$ cat config.mk
export PLATFORM = sky130hd
export DESIGN_NAME = push_pop_sequencer
export DESIGN_NICKNAME = d
export VERILOG_FILES = /design/src/rtl/push_pop_sequencer.sv
export SDC_FILE = /design/constraint.sdc
export NUM_CORES = 1
export LEC_CHECK = 0
export ABC_AREA = 1
export CAP_MARGIN = 5
export CORE_ASPECT_RATIO = 1.1
export CORE_MARGIN = 3
export CORE_UTILIZATION = 50
export DETAILED_ROUTE_END_ITERATION = 7
export PLACE_DENSITY = 0.8
export SYNTH_ARGS = -nofsm -noshare
export SYNTH_HDL_FRONTEND = slang
export SYNTH_SLANG_ARGS = --single-unit
$ cat constraint.sdc
create_clock -name clk_i -period 5.65 [get_ports clk_i]
set_input_delay 1.13 -clock clk_i [delete_from_list [all_inputs] [get_ports clk_i]]
set_output_delay 1.13 -clock clk_i [all_outputs]
set_load 0.02 [all_outputs]
$ cat src/rtl/push_pop_sequencer.sv
`default_nettype none
// ============================================================================
// Module  : push_pop_sequencer
// Brief   : Cracks Thumb PUSH/POP into one load/store micro-op per listed
//           register followed by a single SP-adjust micro-op.
// Rev     : 1.0  initial release
// ============================================================================
module push_pop_sequencer #(
   parameter int WORD        = 32,
   parameter int ADDR_WIDTH  = 4,
   parameter int INSTR_WIDTH = 16,
   parameter int SP_ADDR     = 13,
   parameter int LR_ADDR     = 14,
   parameter int PC_ADDR     = 15
) (
   input  logic                   clk_i,
   input  logic                   reset_i,
   input  logic                   is_valid_i,
   input  logic [INSTR_WIDTH-1:0] instruction_i,
   input  logic                   hold_i,
   input  logic                   flush_i,
   output logic                   busy_o,
   output logic                   stall_fetch_o,
   output logic                   uop_valid_o,
   output logic                   uop_store_o,
   output logic                   uop_load_o,
   output logic                   uop_sp_update_o,
   output logic [ADDR_WIDTH-1:0]  uop_reg_addr_o,
   output logic [WORD-1:0]        uop_offset_o,
   output logic                   uop_branch_o,
   output logic                   uop_last_o
);

   localparam logic [1:0] c_st_idle  = 2'd0;
   localparam logic [1:0] c_st_xfer  = 2'd1;
   localparam logic [1:0] c_st_spupd = 2'd2;

   logic [1:0]            r_state, w_state_nxt;
   logic [8:0]            r_list, w_list_nxt;
   logic [3:0]            r_n, w_n_nxt;
   logic [3:0]            r_k, w_k_nxt;
   logic                  r_push, w_push_nxt;

   logic                  r_valid, r_store, r_load, r_sp, r_branch, r_last;
   logic [ADDR_WIDTH-1:0] r_reg;
   logic [WORD-1:0]       r_off;
   logic                  w_valid_nxt, w_store_nxt, w_load_nxt, w_sp_nxt;
   logic                  w_branch_nxt, w_last_nxt;
   logic [ADDR_WIDTH-1:0] w_reg_nxt;
   logic [WORD-1:0]       w_off_nxt;

   logic                  w_is_push, w_is_pop, w_accept;
   logic [8:0]            w_list;
   logic [3:0]            w_n;

   logic [8:0]            w_src_list, w_rem;
   logic [3:0]            w_src_n, w_src_k, w_idx;
   logic                  w_src_push;
   logic [ADDR_WIDTH-1:0] w_reg_xfer;
   logic [WORD-1:0]       w_k4, w_n4, w_rn4, w_off_xfer, w_off_sp;

   function automatic logic [3:0] f_lowest(input logic [8:0] l);
      f_lowest = 4'd0;
      for (int i = 8; i >= 0; i--) begin
         if (l[i]) f_lowest = 4'(i);
      end
   endfunction

   // Instruction decode
   assign w_is_push = (instruction_i[15:9] == 7'b1011010);
   assign w_is_pop  = (instruction_i[15:9] == 7'b1011110);
   assign w_list    = instruction_i[8:0];

   always_comb begin
      w_n = 4'd0;
      for (int i = 0; i < 9; i++) w_n = w_n + {3'b000, w_list[i]};
   end

   assign w_accept = (r_state == c_st_idle) & is_valid_i & (w_is_push | w_is_pop)
                   & (w_n != 4'd0) & ~hold_i & ~flush_i;

   // In IDLE the next transfer comes straight from the instruction, else from the latched list
   assign w_src_list = (r_state == c_st_idle) ? w_list    : r_list;
   assign w_src_n    = (r_state == c_st_idle) ? w_n       : r_n;
   assign w_src_k    = (r_state == c_st_idle) ? 4'd0      : r_k + 4'd1;
   assign w_src_push = (r_state == c_st_idle) ? w_is_push : r_push;

   assign w_idx      = f_lowest(w_src_list);
   assign w_rem      = w_src_list & (w_src_list - 9'd1);
   assign w_reg_xfer = (w_idx == 4'd8)
                     ? (w_src_push ? ADDR_WIDTH'(LR_ADDR) : ADDR_WIDTH'(PC_ADDR))
                     : ADDR_WIDTH'(w_idx);

   assign w_k4       = {{(WORD-6){1'b0}}, w_src_k, 2'b00};
   assign w_n4       = {{(WORD-6){1'b0}}, w_src_n, 2'b00};
   assign w_rn4      = {{(WORD-6){1'b0}}, r_n, 2'b00};
   assign w_off_xfer = w_src_push ? (w_k4 - w_n4) : w_k4;
   assign w_off_sp   = r_push ? (-w_rn4) : w_rn4;

   // State register
   always_ff @(posedge clk_i or negedge reset_i) begin
      if (!reset_i) r_state <= c_st_idle;
      else          r_state <= w_state_nxt;
   end

   // Next-state logic
   always_comb begin
      w_state_nxt = r_state;
      case (r_state)
         c_st_idle:  if (w_accept) w_state_nxt = c_st_xfer;
         c_st_xfer: begin
            if (flush_i)                          w_state_nxt = c_st_idle;
            else if (!hold_i && r_list == 9'd0)   w_state_nxt = c_st_spupd;
         end
         c_st_spupd: if (flush_i || !hold_i) w_state_nxt = c_st_idle;
         default:    w_state_nxt = c_st_idle;
      endcase
   end

   // Output / datapath next values; default is to freeze everything
   always_comb begin
      w_list_nxt   = r_list;
      w_n_nxt      = r_n;
      w_k_nxt      = r_k;
      w_push_nxt   = r_push;
      w_valid_nxt  = r_valid;
      w_store_nxt  = r_store;
      w_load_nxt   = r_load;
      w_sp_nxt     = r_sp;
      w_reg_nxt    = r_reg;
      w_off_nxt    = r_off;
      w_branch_nxt = r_branch;
      w_last_nxt   = r_last;
      if (flush_i || (!hold_i && (r_state == c_st_spupd || (r_state == c_st_idle && !w_accept)))) begin
         w_valid_nxt  = 1'b0;
         w_store_nxt  = 1'b0;
         w_load_nxt   = 1'b0;
         w_sp_nxt     = 1'b0;
         w_reg_nxt    = '0;
         w_off_nxt    = '0;
         w_branch_nxt = 1'b0;
         w_last_nxt   = 1'b0;
         if (flush_i) begin
            w_list_nxt = 9'd0;
            w_n_nxt    = 4'd0;
            w_k_nxt    = 4'd0;
            w_push_nxt = 1'b0;
         end
      end else if (!hold_i && (w_accept || (r_state == c_st_xfer && r_list != 9'd0))) begin
         w_list_nxt   = w_rem;
         w_n_nxt      = w_src_n;
         w_k_nxt      = w_src_k;
         w_push_nxt   = w_src_push;
         w_valid_nxt  = 1'b1;
         w_store_nxt  = w_src_push;
         w_load_nxt   = ~w_src_push;
         w_sp_nxt     = 1'b0;
         w_reg_nxt    = w_reg_xfer;
         w_off_nxt    = w_off_xfer;
         w_branch_nxt = ~w_src_push & (w_reg_xfer == ADDR_WIDTH'(PC_ADDR));
         w_last_nxt   = 1'b0;
      end else if (!hold_i && r_state == c_st_xfer) begin
         w_valid_nxt  = 1'b1;
         w_store_nxt  = 1'b0;
         w_load_nxt   = 1'b0;
         w_sp_nxt     = 1'b1;
         w_reg_nxt    = ADDR_WIDTH'(SP_ADDR);
         w_off_nxt    = w_off_sp;
         w_branch_nxt = 1'b0;
         w_last_nxt   = 1'b1;
      end
   end

   always_ff @(posedge clk_i or negedge reset_i) begin
      if (!reset_i) begin
         r_list   <= 9'd0;
         r_n      <= 4'd0;
         r_k      <= 4'd0;
         r_push   <= 1'b0;
         r_valid  <= 1'b0;
         r_store  <= 1'b0;
         r_load   <= 1'b0;
         r_sp     <= 1'b0;
         r_reg    <= '0;
         r_off    <= '0;
         r_branch <= 1'b0;
         r_last   <= 1'b0;
      end else begin
         r_list   <= w_list_nxt;
         r_n      <= w_n_nxt;
         r_k      <= w_k_nxt;
         r_push   <= w_push_nxt;
         r_valid  <= w_valid_nxt;
         r_store  <= w_store_nxt;
         r_load   <= w_load_nxt;
         r_sp     <= w_sp_nxt;
         r_reg    <= w_reg_nxt;
         r_off    <= w_off_nxt;
         r_branch <= w_branch_nxt;
         r_last   <= w_last_nxt;
      end
   end

   assign busy_o          = (r_state != c_st_idle);
   assign stall_fetch_o   = w_accept | (r_state == c_st_xfer);
   assign uop_valid_o     = r_valid;
   assign uop_store_o     = r_store;
   assign uop_load_o      = r_load;
   assign uop_sp_update_o = r_sp;
   assign uop_reg_addr_o  = r_reg;
   assign uop_offset_o    = r_off;
   assign uop_branch_o    = r_branch;
   assign uop_last_o      = r_last;

endmodule
`default_nettype wire
# Word-level counts from Yosys, hierarchy flattened
# Cells that the tools add are included.
# word_totals
register_bits	61
latchBits	0
ramBits	0
rom_bits	0
input_bits	21
output_inout_bits	44
word_cells	118
n_memories	0
# op_classes
n_addsub	12
multipliers	0
n_div	0
magnitude_cmp	0
eq_ne	10
n_shift	0
n_mux	51
n_bitwise	12
reduce_logical	21
# op_table
cell	n
2-to-1 mux 32 bit	5
2-to-1 mux 4 bit	20
2-to-1 mux 9 bit	4
negator 6 -> 32 bit	1
adder 4 x 1 -> 4 bit	5
2-to-1 mux 1 bit	17
equality test 7 bit (second input constant)	2
AND 9 bit	1
zero test 9 bit	1
nonzero test 9 bit	1
subtractor 9 x 1 -> 9 bit (second input constant)	1
equality test 4 bit (second input constant)	2
2-to-1 mux 2 bit	4
subtractor 6 x 6 -> 7 bit	1
AND 1 bit	6
logical AND 1 bit	6
inequality test 2 bit (second input constant)	3
case mux 2 bit (3 select lines)	1
adder 3 x 1 -> 4 bit	1
adder 4 x 1 -> 4 bit (second input constant)	1
logical OR 1 bit	4
nonzero test 2 bit	2
nonzero test 4 bit	1
adder 2 x 1 -> 3 bit	1
11 further kinds	15

# Logic depth before layout (Yosys ltp)
# depth
word_depth	19
ltp_mapped	20
depth_no_buf	20

# Worst setup path after synthesis
# Ideal clock, no wire load.
# synth_timing
kind	input-to-output
start	in instruction_i[0]
end	out stall_fetch_o
t_arrival_ps	3956
t_required_ps	4520
slack_ps	564
cell_stages	11
path_buffers	0
path_cell_list	fa_1 inv_1 fa_1 fa_1 fa_1 fa_1 nand2_1 nor2_1 nand2_1 nand2_1 nand2_1
# synth_via
elab_chain_cells	13
# synth_rtl
element	line_no	source
from (decl)	19	input logic [INSTR_WIDTH-1:0] instruction_i,
adder 1 x 1 -> 2 bit	76	for (int i = 0; i < 9; i++) w_n = w_n + {3'b000, w_list[i]};
adder 2 x 1 -> 3 bit	76	
adder 3 x 1 -> 4 bit	76	
adder 4 x 1 -> 4 bit (5 in a row)	76	
nonzero test 4 bit	80	& (w_n != 4'd0) & ~hold_i & ~flush_i;
AND 1 bit (3 in a row)	80	
bitwise OR 1 bit	205	assign stall_fetch_o = w_accept | (r_state == c_st_xfer);
to (decl)	23	output logic stall_fetch_o,
# No other way between the ends.

# Final worst setup path
# Ends and elaborated chain as after synthesis.

==> impl_metrics.json <==
{
  "holdWs_ns": 0.517,
  "p_switching_w": 0.000302,
  "grtUsageMet2": 0.364,
  "yosysMostFrequentCell": "nand2_1",
  "finalNetCount": 451,
  "status": "finished, final reports clean",
  "start_util": 0.531,
  "rows": 27,
  "arrival_ns": 4.36,
  "grt_util_met1": 0.243,
  "antenna_found_initial": 0,
  "routed_wl_um": 6430,
  "criticalPathCategory": "in -> out",
  "power.leakage_nw": 1.61,
  "clockRootBuffer": "clkbuf_8",
  "max_slew_margin": 0.634,
  "synthDistinctLibCells": 33,
  "synth_cells": 374,
  "crit_fanout": 2,
  "synth_area_leader_cell": "dfrtp_1",
  "crit_path_start_kind": "input pin",
  "clk_latency_ns": 0.29,
  "setup_viol": 0,
  "drcViolationCount": 0,
  "busiest_layer": "met2",
  "yosys-top-cells-area": "dfrtp_1, nand2_1, buf_4, inv_1, nand3_1",
  "path_clk_slew_ns": 0.07,
  "ff2ff_path_depth": 9,
  "hold_buffers": 0,
  "max-cap-violations": 0,
  "htreeDepth": 2,
  "ys_seq_elements": 35,
  "cts_tree": "done",
  "fin_crit_ns": 5.49,
  "min_path_type": "reg -> reg",
  "clock_power_share": 0.232,
  "p_seq_frac": 0.353,
  "cp.required_ns": 4.52,
  "numClockSinks": 35,
  "vias": 2512,
  "slew_violations": 0,
  "netlist_area_mm2": 0.00273,
  "numCtsBuffers": 5,
  "use_met3": 0.0540,
  "async_flop_share": 1.00,
  "die_area_mm2": 0.00638,
  "io_buffer_count": 62,
  "ir_drop_mv": 0.111,
  "dp_cells": 480,
  "netlist.area_leader.share": 0.321,
  "multi_input_area_mm2": 0.00139,
  "drt_first_iter_violations": 212,
  "core_area_mm2": 0.00513,
  "ys_seq_area_frac": 0.321,
  "synth_common_cells": "nand2_1, inv_1, dfrtp_1, nand3_1, nor2_1",
  "drive_above_1_share": 0.0889,
  "avgRoutedWirePerCell_um": 13.2,
  "grt_pass1_vias": 2326,
  "insertedDiodeCount": 0,
  "dieWidth_um": 76.4,
  "syn_avg_cell_area_um2": 7.29,
  "ys_warn_count": 0,
  "switching_share": 0.391,
  "p_per_area_mw_per_mm2": 233,
  "p_int_w": 0.000470,
  "gp_congestion": 0.883,
  "die_y_um": 83.5,
  "num-fill-cells": 453,
  "clock_skew_ns": 0.00661,
  "power_frac_comb": 0.415,
  "post_cts_buffers": 0,
  "hold_viol": 0,
  "tightest_slew_ns": 0.548,
  "drt-vias-per-instance": 5.15,
  "ant_nets": 0,
  "dp_hpwl_um": 4950,
  "cts.path.max_buffers": 2,
  "grt_usage": 0.208,
  "grt_max_degree": 36,
  "seqCellArea_um2": 876,
  "instances_no_fill": 488,
  "io_pins": 65,
  "ys.flop_type": "dfrtp_1",
  "dr.pass1.iters": 4,
  "rsz0062_at_grt": "false",
  "r2r_setup_slack_ns": 3.15,
  "overflow": 0,
  "period_share": 0.971,
  "synth_edf_count": 0,
  "grt_first_pass_wirelength_um": 10700,
  "hold_depth": 2,
  "max_freq_mhz": 182,
  "syn2layout_area_growth_pct": 21.4,
  "end_kind": "output pin"
}
## critical path, stage by stage
cell and delay [ns]:
dlygate4sd2_1 0.26, fa_1 0.53, inv_1 0.05, fa_1 0.53, fa_1 0.45, fa_2 0.39, fa_1 0.51, nand2_1 0.05
nor2_1 0.09, nand2_1 0.05, nand2_1 0.08, nand2_1 0.06, buf_4 0.15
## through the flow
stage	utilization	cell area, µm²	power (W)	setup WS (ns)	TNS [ns]
after floorplan	-	2730	0.000502	0.564	0
after global placement	0.630	3230	0.000582	-0.356	-0.356
after detailed placement	0.630	3230	0.000593	-0.469	-0.547
after CTS	0.645	3310	0.000773	0.0547	0
after global routing	0.645	3310	0.000828	0.0405	0
final	0.645	3310	0.000772	0.164	0
## sequential cells by signal (all words and copies together) (netlist names), 2 cells and up
signal and cells:
r_list 8, uop_offset_o 7, r_k 4, r_n 4
uop_reg_addr_o 4, r_state 2
## per-layer routing
layer | share of wire | up-vias | wire (µm)
li1 | - | 1260 | -
met4 | 0.023 | 0 | 151
met5 | 0 | - | 0
met2 | 0.49 | 102 | 3160
met3 | 0.069 | 11 | 443
met1 | 0.42 | 1139 | 2680
## power by group through the flow
| stage | sequential (W) | combinational [W] | clock [W] |
|---|---|---|---|
| finish | 0.000272 | 0.000320 | 0.000179 |
| global route | 0.000274 | 0.000361 | 0.000193 |
| CTS | 0.000272 | 0.000319 | 0.000182 |
| detailed placement | 0.000276 | 0.000317 | 0 |
| global placement | 0.000276 | 0.000306 | 0 |
| floorplan | 0.000278 | 0.000224 | 0 |
## layout make-up
type	instances	share of cell area
clock inverter	1	0.00151
inverter	50	0.0567
clock buffer	7	0.0231
tap	72	0.0272
multi-input combinational	251	0.419
timing repair buffer	72	0.208
sequential	35	0.265
## what timing repair did
action / 4_1_cts / 5_1_grt
resized for setup: 9 / 0
pin swaps: 4 / 3
endpoints found under the setup margin: 1 / 1
## cells by family (layout without fill, tap and decap cells)
family                   count (synthesis)  in the layout  synth area share
XOR/XNOR                                 4              4            0.0128
buffers and inverters                   89            130             0.173
flip-flops                              35             35             0.321
other                                    1              2           0.00137
AO/OA/AOI/OAI                           59             59             0.126
AND/OR/NAND/NOR                        171            171             0.281
adder cells (fa/ha/maj)                 15             15            0.0853
## worst paths after layout
path	startpoint	end
setup / recovery	instruction_i[0]	stall_fetch_o
min in group asynchronous	reset_i	r_list[1]
setup reg to reg	r_state[1]	uop_offset_o[30]
hold reg to reg	r_n[3]	r_n[3]
max in group asynchronous	reset_i	r_state[0]
hold / removal	r_n[3]	r_n[3]
## layout by cell type (no fill, tap or decap), types with 3 or more instances in the layout
cell type	instances
a21oi_1	4
buf_4	11
clkbuf_8	5
clkdlybuf4s50_1	58
dfrtp_1	35
dlygate4sd2_1	3
fa_1	5
ha_1	9
inv_1	49
nand2_1	82
nand2_2	6
nand3_1	30
nand4_1	12
nor2_1	30
nor2_4	3
nor3_1	3
o21ai_0	27
o21ai_1	12
o21ai_2	5
xor2_1	3
Note: power is estimated with default switching activity, not from simulation.
